## src/rtl/gray_if_pkg.sv

```systemverilog
// rtl/gray_if_pkg.sv - shared gray-image memory interface constants and types
package gray_if_pkg;

    localparam int ADDR_W = 14;
    localparam int DATA_W = 8;
    localparam int IMG_W  = 128;
    localparam int IMG_H  = 128;
    localparam int ROW_W  = 7;
    localparam int COL_W  = 7;

    localparam logic REQ_LBP = 1'b0;
    localparam logic REQ_AUX = 1'b1;

    typedef struct packed {
        logic valid;
        logic id;
    } rtag_t;

    function automatic logic [3:0] sat_inc4(input logic [3:0] v);
        return (v == 4'hf) ? v : v + 4'd1;
    endfunction

endpackage

```

## src/rtl/rr_pick2.sv

```systemverilog
// rtl/rr_pick2.sv - two-way round-robin picker with locked-owner override
module rr_pick2 (
    input  logic       en,
    input  logic       ptr,
    input  logic [1:0] req,
    input  logic       own_valid,
    input  logic       own_id,
    input  logic       own_under_limit,
    output logic [1:0] gnt
);

    logic own_wins;

    // A locked owner keeps the port until its burst quota runs out, but only
    // while somebody else is actually waiting for it.
    assign own_wins = own_valid && req[own_id] && (own_under_limit || !req[~own_id]);

    always_comb begin
        gnt = 2'b00;
        if (en) begin
            if (own_wins) begin
                gnt[own_id] = 1'b1;
            end else if (req[ptr]) begin
                gnt[ptr] = 1'b1;
            end else if (req[~ptr]) begin
                gnt[~ptr] = 1'b1;
            end
        end
    end

endmodule

```

## src/rtl/gray_port_arbiter.sv

```systemverilog
// rtl/gray_port_arbiter.sv - round-robin arbiter for the shared gray-memory read port
module gray_port_arbiter #(
    parameter int ADDR_W    = gray_if_pkg::ADDR_W,
    parameter int DATA_W    = gray_if_pkg::DATA_W,
    parameter int MAX_BURST = 4
) (
    input  logic              clk,
    input  logic              reset,
    input  logic              gray_ready,
    output logic              gray_req,
    output logic [ADDR_W-1:0] gray_addr,
    input  logic [DATA_W-1:0] gray_data,
    input  logic              req0,
    input  logic              req1,
    input  logic              lock0,
    input  logic              lock1,
    input  logic [ADDR_W-1:0] addr0,
    input  logic [ADDR_W-1:0] addr1,
    output logic              gnt0,
    output logic              gnt1,
    output logic              rvalid0,
    output logic              rvalid1,
    output logic [DATA_W-1:0] rdata
);

    import gray_if_pkg::*;

    localparam logic [3:0] BURST_LAST = 4'(MAX_BURST - 1);

    logic [1:0] req_v;
    logic [1:0] lock_v;
    logic [1:0] gnt_v;
    logic       ptr;
    logic       owner_valid;
    logic       owner_id;
    logic [3:0] burst_cnt;
    logic       accept;
    logic       accept_id;
    rtag_t      tag_q;

    assign req_v  = {req1, req0};
    assign lock_v = {lock1, lock0};

    rr_pick2 u_pick (
        .en              (gray_ready && reset),
        .ptr             (ptr),
        .req             (req_v),
        .own_valid       (owner_valid),
        .own_id          (owner_id),
        .own_under_limit (burst_cnt < BURST_LAST),
        .gnt             (gnt_v)
    );

    assign gnt0      = gnt_v[0];
    assign gnt1      = gnt_v[1];
    assign accept    = |(req_v & gnt_v);
    assign accept_id = gnt_v[1];
    assign rdata     = gray_data;

    always_ff @(posedge clk or negedge reset) begin
        if (!reset) begin
            gray_req    <= 1'b0;
            gray_addr   <= '0;
            ptr         <= REQ_LBP;
            owner_valid <= 1'b0;
            owner_id    <= REQ_LBP;
            burst_cnt   <= 4'd0;
            tag_q       <= '0;
            rvalid0     <= 1'b0;
            rvalid1     <= 1'b0;
        end else begin
            gray_req    <= accept;
            tag_q.valid <= accept;
            tag_q.id    <= accept_id;
            rvalid0     <= tag_q.valid && (tag_q.id == REQ_LBP);
            rvalid1     <= tag_q.valid && (tag_q.id == REQ_AUX);
            if (accept) begin
                gray_addr <= accept_id ? addr1 : addr0;
                ptr       <= ~accept_id;
                if (lock_v[accept_id]) begin
                    owner_valid <= 1'b1;
                    owner_id    <= accept_id;
                    burst_cnt   <= (owner_valid && owner_id == accept_id) ? sat_inc4(burst_cnt) : 4'd0;
                end else begin
                    owner_valid <= 1'b0;
                    burst_cnt   <= 4'd0;
                end
            end else begin
                // Idle cycles, memory-not-ready and an owner dropping its
                // request all end any burst in progress.
                owner_valid <= 1'b0;
                burst_cnt   <= 4'd0;
            end
        end
    end

endmodule
```

## config.mk

```make
export PLATFORM = sky130hd
export DESIGN_NAME = gray_port_arbiter
export DESIGN_NICKNAME = d
export VERILOG_FILES = /design/src/rtl/gray_if_pkg.sv /design/src/rtl/rr_pick2.sv /design/src/rtl/gray_port_arbiter.sv
export SDC_FILE = /design/constraint.sdc
export NUM_CORES = 1
export LEC_CHECK = 0
export CORE_MARGIN = 4
export CORE_UTILIZATION = 36
export CTS_CLUSTER_DIAMETER = 80
export DETAILED_ROUTE_END_ITERATION = 8
export PLACE_DENSITY_LB_ADDON = 0.08
export SLEW_MARGIN = 20
export SYNTH_ARGS = -nofsm -noshare
export SYNTH_HDL_FRONTEND = slang
export SYNTH_SLANG_ARGS = --single-unit
```

## constraint.sdc

```tcl
create_clock -name clk -period 5.8 [get_ports clk]
set_input_delay 1.16 -clock clk [delete_from_list [all_inputs] [get_ports clk]]
set_output_delay 1.16 -clock clk [all_outputs]
set_load 0.03 [all_outputs]
```

* Word level (Yosys, flattened, before mapping) *
Index checks and enable logic that the tools add are counted.

word-level totals
  bits in registers = 25
  bits of input ports = 43
  output and inout bits = 27

cells by class
  $add $sub $neg = 1
  magnitude comparators = 9
  equality and inequality tests = 3
  mux-type cells = 27
  bitwise operators = 5
  reduce and logical (&&, ||, !) cells = 13

operator list
  kind                                                        count
  2-to-1 mux 4 bit                                            4
  2-to-1 mux 1 bit                                            15
  2-to-1 mux 14 bit                                           1
  less-than comparator 1 x 2 -> 1 bit, second input constant  5
  logical AND 1 bit                                           9
  2-to-1 mux 2 bit                                            4
  adder 4 x 1 -> 4 bit, second input constant                 1
  equality test 4 bit, second input constant                  1
  less-than comparator 4 x 2 -> 1 bit, second input constant  1
  != test 4 bit, second input constant                        1
  inverter 1 bit                                              4
  demux 1 bit (select 1 bit)                                  3
  >= comparator 1 bit, second input constant                  3
  bitwise AND 2 bit                                           1
  AND reduction 2 bit                                         1
  OR reduction 2 bit                                          1
  equality test 1 bit                                         1
  logical NOT 1 bit                                           1
  logical OR 1 bit                                            1

* Logic depth before layout (Yosys ltp) *
Gate-level depths: netlist of the first run.

  depth after elaboration = 14
  depth in mapped cells = 8
  depth with buffers taken out = 7

* Modules after synthesis *
From an unflattened synthesis of the first run, not the netlist that was laid out.

unflattened totals
  cell total of the unflattened synthesis = 121
  area, all modules = 1248.7 um^2

by module, submodules not included
  module             times used  cells each  area each (um^2)  seq. area each (um^2)
  gray_port_arbiter  1           112         1193.6            625.6
  rr_pick2           1           9           55.1              0.0

* Worst setup path after synthesis of the first run *
OpenSTA, ideal clock, no wires.

  path type = input -> output
  start = input port req1
  end = output port gnt1
  data arrival time = 2.515 ns
  required time = 4.640 ns
  slack = 2.125 ns
  stages on the path = 5
  path buffers = 1
  cells stage by stage = mux2_4 a211o_1 mux2_4 clkbuf_1 inv_1

between the ends
  cells in the longest elaborated chain, start to end = 7

ends and longest elaborated chain
  item                                                 RTL line                 text
  from (decl)                                          gray_port_arbiter.sv:14  input logic req1,
  2-to-1 mux 1 bit (not written as such) (2 in a row)  rr_pick2.sv:16           assign own_wins = own_valid && req[own_id] && (own_under_limit || !req[~own_id]);
  logical NOT 1 bit                                    rr_pick2.sv:16
  logical OR 1 bit                                     rr_pick2.sv:16
  logical AND 1 bit                                    rr_pick2.sv:16
  2-to-1 mux 2 bit *                                   rr_pick2.sv:21           if (own_wins) begin
  2-to-1 mux 2 bit *                                   rr_pick2.sv:20           if (en) begin
  to (decl)                                            gray_port_arbiter.sv:20  output logic gnt1,

Mark *: on every way between the ends. The rest lies on a longest branch, timed or not. The select of a mux whose other input is x is not followed.

* Final worst setup path of the first run *
  start = input port req0
  end = output port gnt0

between the ends
  cells in the longest elaborated chain, start to end = 7

ends and longest elaborated chain
  item                                                 RTL line                 text
  from (decl)                                          gray_port_arbiter.sv:13  input logic req0,
  2-to-1 mux 1 bit (not written as such) (2 in a row)  rr_pick2.sv:16
  logical NOT 1 bit                                    rr_pick2.sv:16
  logical OR 1 bit                                     rr_pick2.sv:16
  logical AND 1 bit                                    rr_pick2.sv:16
  2-to-1 mux 2 bit *                                   rr_pick2.sv:21
  2-to-1 mux 2 bit *                                   rr_pick2.sv:20
  to (decl)                                            gray_port_arbiter.sv:19  output logic gnt0,

Marks and branches as above.

==> metrics.cfg, run 1 <==
[synth]
ys_seq_area_share_pct=49.2
synth_mux_area_share_pct=5.91
synth_top_area_share_pct=49.2
synth_warnings=0
synthSimpleGateAreaFrac_pct=21.9
yosys-top-cells-area=dfrtp_1 (49%), nand2_1 (11%), a31oi_1 (6.9%)
synthAdderAreaFrac_pct=0.984
synth_compound_area_share_pct=12.4
synthCells=141
synth.cell_area_um2=1270
synth_fp_nets=185
synth_cell_type_count=29
synth_seq_cells=25
syn_avg_cell_area_um2=9.02
synth_top_family_by_area=simple AND/OR/NAND/NOR gates
synth_xor_area_share_pct=0.689
yosysTopAreaCell=dfrtp_1

[worst_setup_path]
worstRegToRegCells=8
cpMostUsedCell=clkdlybuf4s50_1
cp_cell_sequence=clkdlybuf4s50_1 -> nand3_1 -> a2111oi_0 -> a21oi_2 -> buf_4 -> inv_2 -> clkdlybuf4s50_1
cp.arrival_ps=3600
cpPeakStageDelay_ps=730
crit_path_start=req0
startpoint_type=input port
rrSetupSlack_ps=3330
cp.required_ps=4640
slowest_stage=clkdlybuf4s50_1
crit_path_end_kind=primary output
rr_startpoint=burst_cnt[0]
critical_path_class=input port to primary output
cp_max_fo=16
r2r-end=gray_addr[0]

[die]
core_area_um2=3360
die_h_um=67.4
rows=21
die_area_um2=4550
die_w_um=67.4
initial_utilization_pct=37.8
io_pins=70

[hold_path]
holdPathEnd=rvalid0
hold_start=tag_q[0]
min_delay_path_depth=1
hold_class=flop to flop

[cells_and_area]
fin_area_um2=1810
num_antenna_cells=0
seqCellArea_um2=626
utilization_pct=53.8
layout.nets=231
syn_to_final_growth_pct=42.3
multi_input_area_um2=532
fillers=356
drive_gt1_share_pct=6.99
final_common_cell=clkdlybuf4s50_1
final_cell_mix=clkdlybuf4s50_1 (53), nand2_1 (36), dfrtp_1 (25)

[cts]
cts_sinks=25
clk_pin_slew_ps=140
hold_buffers=0
cts_resized=0
clock-root-buffer=clkbuf_4
cts_tree=done
clock_latency_ps=320
cts_setup_buffers=0
htreeDepth=1
clock_path_buffers=2
cts_buffers=3

[routing]
avgViaCountPerCell=4.84
routed_wl_um=3120
wl_per_cell_um=13.5
drt_pass1_iterations=4
detail-route-antenna-nets=0
vias=1122
drt_iter0_markers=36
drc=0

[pwr]
p_per_area_nw_per_um2=307
max-vdd-ir-drop_mv=0.136
switchingPower_uw=208
p_int_uw=348
pwr-share-clk_pct=14.4
seq_power_share_pct=43.0
switching_share_pct=37.4
combPwrFrac_pct=42.6
p_leak_nw=0.803

[timing]
hold_violations=0
grt_setup_unrepaired=false
setup-violations-final=0
fin_ws_ps=1040
max_freq_mhz=210
slew_viol_final=0
worst_pin_slew_ps=535
fin_setup_tns_ps=0
finalCritPeriodShare_pct=82.1
finClkSkew_ps=1.68
whs_ps=425
period_needed_ps=4760
slew_headroom_pct=63.4

[global_route]
met3_usage_pct=5.16
grt.busiest_layer=met2
grt_remaining_overflow=0
grt_max_degree=34
grt_pass1_vias=1139
grt_use_met1_pct=16.9
antenna_found_initial=0
grt_pass1_wl_um=5220
grt_usage_pct=15.0
grt_use_met2_pct=26.7

[placement]
place_hpwl_um=2380
dp_slack_ps=1050
place_area_um2=1780
io_buffers=53
globalplace.congestion=0.753

[outcome]
outcome=finished, final reports clean

[run]
drv_cap=0

[how the worst max path moves through the flow]
| stage | to | depth (start not counted) |
|---|---|---|
| floorplan | gnt1 | 5 |
| global placement | gnt1 | 6 |
| detailed placement | gnt0 | 7 |
| CTS | gnt0 | 7 |
| global route | gnt0 | 7 |
| finish | gnt0 | 7 |
[power groups by stage]
stage	clock (mW)	combinational [mW]	sequential [mW]
floorplan	0	0.0781	0.302
global route	0.0922	0.254	0.246
detailed placement	0	0.238	0.242
finish	0.0801	0.237	0.239
global placement	0	0.236	0.242
CTS	0.0851	0.240	0.240
[cell type report]
type	count	area share [%]
clock buffer	3	1.24
multi-input combinational	97	29.4
timing repair buffer	55	30.2
tap	46	3.18
clock inverter	1	0.415
sequential	25	34.6
inverter	5	1.04
[worst max-delay path, delay by kind of cell]
kind	cells	cell delay, ps
buf+inv	4	1730
compound gates	2	590
simple gates	1	120
[cells in the mapped netlist]
cell,instances
nand2_1,36
and2_1,2
a211o_1,1
mux2i_1,3
buf_4,9
a2111oi_0,1
ha_1,1
inv_2,1
nor2_1,17
nor2b_1,1
nor3_2,1
o211a_1,1
buf_6,1
xor2_1,1
a21oi_1,1
a21oi_2,1
o21ai_1,2
dfrtp_1,25
o2111ai_1,1
nand2b_1,1
o21ai_0,2
buf_2,1
nor3b_2,1
mux2_4,3
inv_1,4
a31oi_1,14
nand3_1,5
or3_1,1
clkbuf_1,3
[kinds of logic after synthesis]
| group | count (synthesis) |
|---|---|
| mux | 6 |
| compound gates | 24 |
| simple gates | 65 |
| flops | 25 |
| buf+inv | 19 |
| xor+xnor | 1 |
| fa+ha+maj | 1 |
[sequential cells by signal, summed over array words and instances, names as in the netlist]
signal,cells
gray_addr,14
burst_cnt,4
tag_q,2
owner_id,1
owner_valid,1
ptr,1
rvalid0,1
rvalid1,1
[stage by stage]
step / total power, mW / cells
detailed placement: 0.481 / 228
finish: 0.556 / 232
global placement: 0.478 / 228
global route: 0.592 / 232
CTS: 0.564 / 232
floorplan: 0.381 / 141
[layer usage]
metal  part of all wire, %  wire [um]  up-vias
li1                      -          -      556
met1                    38       1190      520
met2                    53       1650       36
met3                   7.8        242       10
met4                   1.5         46        0
met5                     0          0        -
(Power assumes the default switching activity.)
==> run 2: changes to the inputs <==
==> constraint.sdc (replaced) <==
create_clock -name clk -period 5 [get_ports clk]
set_input_delay 1 -clock clk [delete_from_list [all_inputs] [get_ports clk]]
set_output_delay 1 -clock clk [all_outputs]
set_load 0.03 [all_outputs]
==> run 2 against run 1 <==
Against the previous run: power up 16%; first-iteration DRC count down 2.8%; clock skew up 7.3 ps; global-route usage down 0.27 points; count of clock-buffer cells in the layout unchanged; final cell count up 0.43%; register-to-register slack worse by 850 ps; sequential power up 15%; largest cell class unchanged; routed wire length down 0.32%; critical path depth down 1.
==> metrics.cfg, run 2 (synthesis results as in run 1) <==
[outcome]
outcome=finished, final reports clean

[timing]
fin_setup_tns_ps=0
setup-violations-final=0
worst_pin_slew_ps=597
grt_setup_unrepaired=false
finalCritPeriodShare_pct=88.3
finClkSkew_ps=8.94
slew_viol_final=0
period_needed_ps=4410
max_freq_mhz=227
slew_headroom_pct=59.2
hold_violations=0

[hold_path]
holdPathEnd=rvalid0
hold_start=tag_q[0]
min_delay_path_depth=1
hold_class=flop to flop

[worst_setup_path]
r2r-end=gray_addr[4]
cp_max_fo=33
critical_path_class=input port to primary output
cpPeakStageDelay_ps=670
crit_path_end_kind=primary output
rrSetupSlack_ps=2480
startpoint_type=input port
cp.required_ps=4000
slowest_stage=clkdlybuf4s50_1
rr_startpoint=burst_cnt[0]
cp.arrival_ps=3410
cp_cell_sequence=clkdlybuf4s50_1 -> mux2_4 -> a211o_1 -> mux2_4 -> inv_1 -> clkdlybuf4s50_1
worstRegToRegCells=8

[run]
drv_cap=0

[cts]
hold_buffers=0
cts_sinks=25
cts_resized=0
clock_path_buffers=2
clock-root-buffer=clkbuf_4
clk_pin_slew_ps=150
cts_tree=done
cts_setup_buffers=0
htreeDepth=1
clock_latency_ps=320
cts_buffers=3

[cells_and_area]
drive_gt1_share_pct=8.02
num_antenna_cells=0
fin_area_um2=1810
layout.nets=232
largest_reg_flops=14
syn_to_final_growth_pct=42.7
final_common_cell=clkdlybuf4s50_1
top_register=gray_addr
multi_input_area_um2=532
fillers=353
final_cell_mix=clkdlybuf4s50_1 (52), nand2_1 (36), dfrtp_1 (25)
seqCellArea_um2=626
largestRegisters=gray_addr: 14 flops, burst_cnt: 4 flops, tag_q: 2 flops

[pwr]
p_int_uw=404
max-vdd-ir-drop_mv=0.172
total_power_uw=644
switchingPower_uw=240
switching_share_pct=37.2
pwr-share-clk_pct=14.5
seq_power_share_pct=42.9
p_leak_nw=0.810
combPwrFrac_pct=42.7
p_per_area_nw_per_um2=355

[routing]
detail-route-antenna-nets=0
drt_pass1_iterations=4
vias=1155
drt_iter0_markers=35
routed_wl_um=3110
wl_per_cell_um=13.4
avgViaCountPerCell=4.96
drc=0

[die]
die_w_um=67.4
core_area_um2=3360
io_pins=70
rows=21
die_h_um=67.4
initial_utilization_pct=37.8
die_area_um2=4550

[global_route]
grt_pass1_vias=1187
grt_remaining_overflow=0
met3_usage_pct=4.66
grt_use_met2_pct=25.9
grt.busiest_layer=met2
antenna_found_initial=0
grt_use_met1_pct=17.3
grt_max_degree=34
grt_usage_pct=14.8
grt_pass1_wl_um=5230

[placement]
place_area_um2=1780
place_hpwl_um=2430
globalplace.congestion=0.757
io_buffers=53

==> run 2: changes by cell type in the layout (fill, tap and decap cells not counted), sizes merged <==
| cell | change |
|---|---|
| buf | +2 |
| clkdlybuf4s50 | -1 |
==> run 2: power groups by stage <==
| stage | Clock, mW | Combinational (mW) | Sequential [mW] |
|---|---|---|---|
| detailed placement | 0 | 0.278 | 0.279 |
| floorplan | 0 | 0.0906 | 0.351 |
| CTS | 0.0968 | 0.279 | 0.277 |
| finish | 0.0930 | 0.275 | 0.276 |
| global route | 0.107 | 0.295 | 0.282 |
| global placement | 0 | 0.274 | 0.280 |
==> run 2: how the worst max path moves through the flow <==
stage,startpoint,to,slack [ps]
final,req1,gnt1,590
after global routing,req1,gnt1,500
after CTS,req1,gnt1,600
after detailed placement,req1,gnt1,610
after global placement,req1,gnt1,650
after floorplan,req1,gnt1,1640
==> run 2: per-layer routing <==
metal,up-vias,share of wire (%),wire [um]
met3,8,6.8,212
met5,-,0,0
met4,0,0.93,29
met2,34,52,1630
li1,556,-,-
met1,557,40,1240
==> run 2: critical path: cells and delay by family <==
kind / cells / cell delay [ps]
buf+inv: 3 / 1290
mux: 2 / 770
compound gates: 1 / 340
==> run 2: stage by stage <==
stage	worst slack, ps	hold WS (ps)	instances	utilization, %
final	586	429	233	53.9
after global routing	504	462	233	53.9
after CTS	602	429	233	53.9
after detailed placement	606	410	229	53.1
after global placement	649	402	229	53.1
after floorplan	1640	395	141	-
==> run 2: cell type report <==
cell class | instances | share of cell area [%]
flip-flops and latches | 25 | 34.5
repair buffers | 56 | 30.3
multi-input cells | 97 | 29.3
well taps | 46 | 3.17
clock buffers | 3 | 1.24
inverters | 5 | 1.03
clock inverters | 1 | 0.414
